--- config.mk ---
export PLATFORM = sky130hd
export DESIGN_NAME = tube_scroller
export DESIGN_NICKNAME = d
export VERILOG_FILES = /design/src/rtl/tube_scroller.sv
export SDC_FILE = /design/constraint.sdc
export NUM_CORES = 1
export LEC_CHECK = 0
export BUFFER_PORTS_ARGS = -buffer_cell sky130_fd_sc_hd__buf_2
export CAP_MARGIN = 20
export CORE_MARGIN = 1.5
export CORE_UTILIZATION = 45
export CTS_CLUSTER_DIAMETER = 200
export DETAILED_ROUTE_END_ITERATION = 7
export GPL_ROUTABILITY_DRIVEN = 0
export PLACE_DENSITY_LB_ADDON = 0.1
export RECOVER_POWER = 100
export SYNTH_ARGS = -nofsm -noshare
export SYNTH_HDL_FRONTEND = slang
export SYNTH_SLANG_ARGS = --single-unit
--- constraint.sdc ---
create_clock -name clk -period 3.3 [get_ports clk]
set_input_delay 0.165 -clock clk [delete_from_list [all_inputs] [get_ports clk]]
set_output_delay 0.165 -clock clk [all_outputs]
set_load 0.01 [all_outputs]
--- src/rtl/tube_scroller.sv ---
// Tube pair scroller: four tube pairs scroll left on a wrapped field, re-roll gap
// height from an LFSR on wrap, and pulse score_pulse when a pair crosses the player column.
module tube_scroller #(
  parameter int unsigned FIELD_W      = 850,
  parameter int unsigned SCREEN_H     = 480,
  parameter int unsigned TUB_W        = 60,
  parameter int unsigned SPACING      = 212,
  parameter int unsigned INIT_X       = 640,
  parameter int unsigned INIT_GAP_TOP = 170,
  parameter int unsigned GAP_TOP_MIN  = 40,
  parameter int unsigned GAP          = 140,
  parameter int unsigned BIRD_X       = 100
) (
  input  logic        clk,
  input  logic        rst,
  input  logic        frame_tick,
  input  logic        start,
  input  logic        hit,
  input  logic [2:0]  speed,
  output logic [19:0] tub_loc_0,
  output logic [19:0] tub_loc_1,
  output logic [19:0] tub_loc_2,
  output logic [19:0] tub_loc_3,
  output logic [19:0] tub_size_0,
  output logic [19:0] tub_size_1,
  output logic [19:0] tub_size_2,
  output logic [19:0] tub_size_3,
  output logic [19:0] tub_loc_0_U,
  output logic [19:0] tub_loc_1_U,
  output logic [19:0] tub_loc_2_U,
  output logic [19:0] tub_loc_3_U,
  output logic [19:0] tub_size_0_U,
  output logic [19:0] tub_size_1_U,
  output logic [19:0] tub_size_2_U,
  output logic [19:0] tub_size_3_U,
  output logic        running,
  output logic        score_pulse
);

  localparam logic [9:0] FIELD_W10  = 10'(FIELD_W);
  localparam logic [9:0] SCREEN_H10 = 10'(SCREEN_H);
  localparam logic [9:0] TUB_W10    = 10'(TUB_W);
  localparam logic [9:0] GAP_TOP0   = 10'(INIT_GAP_TOP);
  localparam logic [9:0] GAP_MIN10  = 10'(GAP_TOP_MIN);
  localparam logic [9:0] GAP10      = 10'(GAP);
  localparam logic [9:0] BIRD_X10   = 10'(BIRD_X);

  typedef enum logic [1:0] {IDLE, RUN, STOP} state_t;

  state_t      state, state_nxt;
  logic [9:0]  x     [4];
  logic [9:0]  gap   [4];
  logic [9:0]  bot_y [4];
  logic [9:0]  bot_h [4];
  logic [7:0]  roll  [4];
  logic [15:0] lfsr;
  logic [9:0]  spd;
  logic        load, move, pass;

  function automatic logic [9:0] load_x(input int unsigned i);
    return 10'((INIT_X + i * SPACING) % FIELD_W);
  endfunction

  always_ff @(posedge clk or posedge rst) begin
    if (rst) state <= IDLE;
    else     state <= state_nxt;
  end

  always_comb begin
    state_nxt = state;
    case (state)
      IDLE:    if (start) state_nxt = RUN;
      RUN:     if (hit)   state_nxt = STOP;
      STOP:    if (start) state_nxt = RUN;
      default: state_nxt = IDLE;
    endcase
  end

  always_comb begin
    running = (state == RUN);
    load    = (state == STOP) && start;
    move    = (state == RUN) && frame_tick && !hit && (speed != '0);
  end

  // Each pair takes a different byte-rotation of the same LFSR so simultaneous wraps differ.
  always_comb begin
    spd     = {7'd0, speed};
    pass    = 1'b0;
    roll[0] = lfsr[7:0];
    roll[1] = lfsr[15:8];
    roll[2] = {lfsr[3:0], lfsr[15:12]};
    roll[3] = lfsr[11:4];
    for (int unsigned i = 0; i < 4; i++) begin
      if (x[i] >= BIRD_X10 && (x[i] - spd) < BIRD_X10) pass = 1'b1;
      bot_y[i] = gap[i] + GAP10;
      bot_h[i] = SCREEN_H10 - bot_y[i];
    end
  end

  always_ff @(posedge clk or posedge rst) begin
    if (rst) begin
      lfsr        <= 16'hACE1;
      score_pulse <= 1'b0;
      for (int unsigned i = 0; i < 4; i++) begin
        x[i]   <= load_x(i);
        gap[i] <= GAP_TOP0;
      end
    end else begin
      lfsr        <= {lfsr[0] ^ lfsr[2] ^ lfsr[3] ^ lfsr[5], lfsr[15:1]};
      score_pulse <= move && pass;
      for (int unsigned i = 0; i < 4; i++) begin
        if (load) begin
          x[i]   <= load_x(i);
          gap[i] <= GAP_TOP0;
        end else if (move) begin
          if (x[i] >= spd) begin
            x[i] <= x[i] - spd;
          end else begin
            x[i]   <= x[i] + FIELD_W10 - spd;
            gap[i] <= GAP_MIN10 + {2'd0, roll[i]};
          end
        end
      end
    end
  end

  assign tub_loc_0    = {x[0], bot_y[0]};
  assign tub_loc_1    = {x[1], bot_y[1]};
  assign tub_loc_2    = {x[2], bot_y[2]};
  assign tub_loc_3    = {x[3], bot_y[3]};
  assign tub_size_0   = {TUB_W10, bot_h[0]};
  assign tub_size_1   = {TUB_W10, bot_h[1]};
  assign tub_size_2   = {TUB_W10, bot_h[2]};
  assign tub_size_3   = {TUB_W10, bot_h[3]};
  assign tub_loc_0_U  = {x[0], 10'd0};
  assign tub_loc_1_U  = {x[1], 10'd0};
  assign tub_loc_2_U  = {x[2], 10'd0};
  assign tub_loc_3_U  = {x[3], 10'd0};
  assign tub_size_0_U = {TUB_W10, gap[0]};
  assign tub_size_1_U = {TUB_W10, gap[1]};
  assign tub_size_2_U = {TUB_W10, gap[2]};
  assign tub_size_3_U = {TUB_W10, gap[3]};

endmodule

==> After elaboration in Yosys (flattened, before gate mapping) <==
Cells that the tools add are included.
W data, S select, Z words.
{ "word_totals": {"rom_bits": 0, "mem_count": 0, "latch_bits": 0, "mem_bits_rw": 0, "wordCells": 108, "output_inout_bits": 322, "regBits": 99, "in_bits": 8} }
{ "op_classes": {"multipliers": 0, "order_cmp": 12, "n_div": 0, "add_sub_neg": 24, "n_mux": 31, "n_eq_ne": 8, "reduce_logical": 19, "n_bitwise": 3, "shifts": 0} }
{ "op_table": {"columns": ["operator", "n"], "rows": [
  ["$mux W10", 24],
  ["$sub A10 B3 Y10", 8],
  ["$add A10 B10 Y10 const B", 4],
  ["$add A10 B8 Y10 const B", 4],
  ["$ge A10 B3 Y1", 4],
  ["$ge A10 B7 Y1 const B", 4],
  ["$lt A10 B7 Y1 const B", 4],
  ["$sub A9 B10 Y10 const A", 4],
  ["$add A6 B8 Y9 const A", 4],
  ["$ne A2 B2 Y1 const B", 5],
  ["$reduce_and A2 Y1", 5],
  ["$logic_and A1 B1 Y1", 9],
  ["$mux W1", 4],
  ["$mux W2", 2],
  ["$pmux W2 S2", 1],
  ["$reduce_bool A3 Y1", 1],
  ["$xor A1 B1 Y1", 3],
  ["$eq A2 B1 Y1 const B", 1],
  ["$eq A2 B2 Y1 const B", 1],
  ["$logic_not A2 Y1", 1],
  ["$ne A2 B1 Y1 const B", 1],
  ["$reduce_bool A2 Y1", 1],
  ["$reduce_or A2 Y1", 1],
  ["$logic_not A1 Y1", 1]
]} }

==> Logic depth before layout (Yosys ltp) <==
{ "depth": {"depth_word": 8, "ltp_mapped": 12, "mapped_depth_nobuf": 11} }

==> Worst setup path after synthesis <==
OpenSTA, ideal clock, no wires.
{ "synth_timing": {"path_type": "flip-flop to flip-flop", "startpoint": "register x (netlist bit tub_loc_0[11])", "endpoint": "register x (netlist bit tub_loc_0[19])", "stages_incl_launch_ff": 11, "setup_time_ps": 75, "synth_period_minus_slack_ps": 2646, "t_arrival_ps": 2571, "n_path_buf": 0, "setup_slack_ps": 654, "required_ps": 3225, "cell_sequence": "dfrtp_1 > ha_1 > inv_1 > ha_1 > fa_1 > a21o_1 > a21o_1 > a211o_1 > a211o_1 > a21oi_1 > a2bb2oi_1"} }
{ "synth_via": {"elab_chain_cells": 5, "word_cells_on_any_way": 7, "cone_classes": "add/sub: 3; order compare: 1; mux: 3"} }
{ "synth_lines": {"columns": ["element", "line_no", "source"], "rows": [
  ["start, declared", "51", "logic [9:0] x [4];"],
  ["start signal, assigned by index", "105", "x[i] <= load_x(i);"],
  ["start signal, assigned by index", "113", "x[i] <= load_x(i);"],
  ["start signal, assigned by index", "117", "x[i] <= x[i] - spd;"],
  ["$add A10 B10 Y10", "119", "x[i] <= x[i] + FIELD_W10 - spd;"],
  ["$sub A10 B3 Y10", "119", null],
  ["$mux W10 *", "116", "if (x[i] >= spd) begin"],
  ["$mux W10 *", "115", "end else if (move) begin"],
  ["$mux W10 *", "112", "if (load) begin"]
]} }
Mark *: on every way between the ends. The rest lies on a longest branch, timed or not. The select of a mux whose other input is x is not followed.
A chain may end at the register's enable or synchronous reset.

==> Worst setup path after layout <==
{ "layout_timing": {"startpoint": "register x (netlist bit tub_loc_3[12])", "endpoint": "register gap (netlist bit tub_size_3_U[8])"} }
{ "layout_via": {"elab_chain_cells": 3} }
{ "layout_lines": {"columns": ["element", "line_no", "source"], "rows": [
  ["$ge A10 B3 Y1", "116", null],
  ["$ne A2 B2 Y1 (no source line)", null, null],
  ["$reduce_and A2 Y1 (no source line)", null, null],
  ["end signal, assigned by index", "120", "gap[i] <= GAP_MIN10 + {2'd0, roll[i]};"],
  ["end, declared", "52", "logic [9:0] gap [4];"]
]} }
No other way between the ends.

==> flow_metrics.env <==
export IMPL_path_buf_inv=2
export IMPL_cp_cell_sequence="ha_1 > inv_1 > ha_1 > or3b_1 > or3_1 > nor3_1 > clkbuf_1 > nand3b_1 > o41ai_1"
export IMPL_area_growth_pct=5.794
export IMPL_initial_core_util_pct=46.36
export IMPL_die_x_um=145.3
export IMPL_clkLatencyLatePin_ps=360
export IMPL_min_from="hit"
export IMPL_post_route_min_period_ps=2966
export IMPL_violations="max-capacitance violations, max-slew violations"
export IMPL_cp_arrival_ps=3160
export IMPL_synth_ff_type="dfrtp_1"
export IMPL_r2r_start="tub_loc_3[12]"
export IMPL_grt_antenna_before_repair=0
export IMPL_synth_yosys_warnings=0
export IMPL_max_vdd_ir_drop_uv=386.3
export IMPL_rr_worst_depth=9
export IMPL_numCtsBuffers=9
export IMPL_relSlewSlack_pct=-47.24
export IMPL_num_io_pins=330
export IMPL_port_buffers=205
export IMPL_drc=0
export IMPL_finalSetupViolations=0
export IMPL_dr_pass1_iters=4
export IMPL_hold_end="state[1]"
export IMPL_vias_per_cell=4.944
export IMPL_register_area_mm2=0.002424
export IMPL_grt_start_max_net_pins=59
export IMPL_h_tree_depth=3
export IMPL_run_status="finished with violations"
export IMPL_clockRootBuffer="clkbuf_16"
export IMPL_avgSynthCellArea_um2=8.589
export IMPL_routed_wl_mm=22.36
export IMPL_cp_slowest_cell="clkbuf_1"
export IMPL_grtUsageTotal_pct=20.66
export IMPL_final_hold_violation_count=0
export IMPL_slowest_delay_ps=490
export IMPL_drv_slew=58
export IMPL_total_power_uw=6870
export IMPL_cp_end_kind="register"
export IMPL_multi_input_area_mm2=0.005334
export IMPL_hold_path_cell_count=2
export IMPL_setup_tns_ps=0
export IMPL_cts_setup_buffers=0
export IMPL_drive_gt1_share_pct=5.537
export IMPL_ys_async_sr_fraction_pct=100.0
export IMPL_yosysSeqAreaShare_pct=26.60
export IMPL_start_kind="register"
export IMPL_die_area_mm2=0.02111
export IMPL_cts_sinks=95
export IMPL_synthDistinctLibCells=69
export IMPL_rows=51
export IMPL_dp_hpwl_mm=16.64
export IMPL_period_share_pct=89.87
export IMPL_grt_pass1_wl_mm=35.38
export IMPL_dr_total_vias=7297
export IMPL_syn_inst=1061
export IMPL_max_freq_mhz=337.2
export IMPL_grt_pass1_vias=6647
export IMPL_critical_path_most_common_cell="ha_1"
export IMPL_path_max_fanout=16
export IMPL_power_density_mw_per_mm2=712.6
export IMPL_reg2reg_slack_ps=330
export IMPL_drtIter0Drc=311
export IMPL_synth_seq_cells=95
export IMPL_crit_family="simple AND/OR/NAND/NOR gates"
export IMPL_tritoncts="done"
export IMPL_clk_pin_slew_worst_paths_ps=70
export IMPL_fp_coreArea_mm2=0.01965
export IMPL_syn_cell_area_mm2=0.009112
export IMPL_avgRoutedWirePerCell_um=15.15
export IMPL_ant_nets=0
export IMPL_required_ps=3490
export IMPL_r2r_end="tub_size_3_U[8]"
export IMPL_finalClockSkew_ps=7.724
export IMPL_hp_class="input pin to register"
export IMPL_p_leak_uw=0.004482
export IMPL_grt_overflow=0
export IMPL_rsz0062_at_grt="no"
export IMPL_nNetsFinal=1314
export IMPL_fill_cells=2076
export IMPL_path_class="register to register"
export IMPL_clk_path_buf_depth=2
export IMPL_tightestPinTransition_ps=2206
export IMPL_drv_cap=1
export IMPL_die_h_um=145.3
export IMPL_synth_edf_count=0
==> power breakdown <==
group          total [uW]  internal (uW)  switching, uW
clock network        1110            617            491
registers            1960           1450            513
logic                3800           1530           2270
total                6870           3600           3270
==> through the flow <==
| stage | hold WS (ps) | cell area [um^2] | setup slack (ps) | utilization, % | instances |
|---|---|---|---|---|---|
| final | 56.40 | 9641 | 334.2 | 49.05 | 1476 |
| after global routing | 53.51 | 9638 | 67.67 | 49.04 | 1475 |
| after CTS | 42.30 | 9896 | 482.7 | 50.35 | 1475 |
| after detailed placement | 349.3 | 9578 | 507.1 | 48.73 | 1458 |
| after global placement | 346.7 | 9578 | 552.3 | 48.73 | 1458 |
| after floorplan | 304.9 | 9570 | 654.5 | - | 1183 |
==> placed cells by master, fill, tap and decap left out, drive strengths merged, types with 6 or more instances in the layout <==
master	netlist	layout
clkbuf	20	189
conb	2	124
ha	93	93
inv	86	88
nand2	65	65
o21ai	63	63
dfrtp	58	58
xnor2	57	57
a21oi	48	48
buf	190	42
nand3	40	40
dfstp	37	37
xor2	36	36
nor3	34	34
nor2	34	34
a21o	16	16
o31ai	13	13
a31oi	13	13
and3	11	11
a211oi	9	9
nand4	8	8
fa	8	8
or3	7	7
nand3b	7	7
o211ai	7	7
nor4	6	6
o22ai	6	6
==> cell usage after synthesis (4+ instances only) <==
| cell | n | share of area, % |
|---|---|---|
| a211o_1 | 5 | 0.48 |
| a211oi_1 | 9 | 0.74 |
| a21boi_0 | 4 | 0.33 |
| a21o_1 | 16 | 1.3 |
| a21oi_1 | 48 | 2.6 |
| a2bb2oi_1 | 4 | 0.38 |
| a31o_2 | 4 | 0.38 |
| a31oi_1 | 13 | 0.89 |
| and2_1 | 4 | 0.27 |
| and3_1 | 11 | 0.76 |
| buf_2 | 11 | 0.60 |
| buf_4 | 176 | 14 |
| clkbuf_1 | 20 | 0.82 |
| dfrtp_1 | 58 | 16 |
| dfstp_2 | 37 | 11 |
| fa_1 | 8 | 1.8 |
| ha_1 | 93 | 13 |
| inv_1 | 86 | 3.5 |
| mux2i_1 | 5 | 0.55 |
| nand2_1 | 65 | 2.7 |
| nand2b_1 | 5 | 0.34 |
| nand3_1 | 40 | 2.2 |
| nand3b_1 | 7 | 0.58 |
| nand4_1 | 8 | 0.55 |
| nor2_1 | 33 | 1.4 |
| nor2b_1 | 5 | 0.34 |
| nor3_1 | 33 | 1.8 |
| nor3b_1 | 5 | 0.41 |
| nor4_1 | 6 | 0.41 |
| o211ai_1 | 7 | 0.58 |
| o21a_1 | 4 | 0.33 |
| o21ai_0 | 62 | 3.4 |
| o22ai_1 | 6 | 0.41 |
| o31ai_1 | 13 | 1.1 |
| or3_1 | 7 | 0.48 |
| xnor2_1 | 57 | 5.5 |
| xor2_1 | 36 | 3.5 |
==> final cells by class <==
cell class	count	area share, %
diodes	1	0.02596
clock buffers	11	2.518
clock inverters	5	0.6749
inverters	86	3.348
multi-input cells	792	55.33
flip-flops and latches	95	25.14
well taps	265	3.439
repair buffers	221	9.526
==> cells by family after synthesis <==
kind of cell	Yosys count	synth area share [%]
adder cells (fa/ha/maj)	101	14.53
multiplexers	5	0.5492
AND/OR/NAND/NOR	249	14.17
AO/OA/AOI/OAI	220	15.38
XOR/XNOR	93	8.939
other	2	0.08241
flip-flops	95	26.60
buffers and inverters	296	19.76
==> per-layer routing <==
metal / vias up / GRT usage (%) / wire length [um] / part of all wire, %
met5: - / 0 / 0 / 0
met4: 0 / 3.980 / 230 / 1.0
met3: 16 / 4.591 / 1167 / 5.2
met2: 206 / 33.62 / 10470 / 47
met1: 3453 / 28.24 / 10490 / 47
li1: 3622 / - / - / -
==> state kept, by name, indices dropped and copies added (netlist names) <==
signal,flops
lfsr,16
tub_loc_0,10
state,2
score_pulse,1
tub_size_1_U,9
tub_size_2_U,9
tub_size_0_U,9
tub_loc_1,10
tub_loc_2,10
tub_size_3_U,9
tub_loc_3,10
==> worst max-delay path by stage <==
stage / startpoint / to / slack [ps] / cells after the start
2_1_floorplan: tub_loc_0[11] / tub_loc_0[19] / 650 / 10
3_3_place_gp: speed[1] / tub_loc_0[19] / 550 / 12
3_5_place_dp: speed[2] / tub_loc_0[17] / 510 / 10
4_1_cts: tub_loc_0[12] / tub_loc_0[17] / 480 / 8
5_1_grt: tub_loc_0[12] / tub_size_0_U[6] / 70 / 8
6_report: tub_loc_3[12] / tub_size_3_U[8] / 330 / 9
==> what timing repair did <==
action / 4_1_cts / 5_1_grt
hold endpoints to repair: 34 / 0
gates resized for setup: 0 / 0
hold buffers: 1 / 0
(Power assumes the default switching activity.)
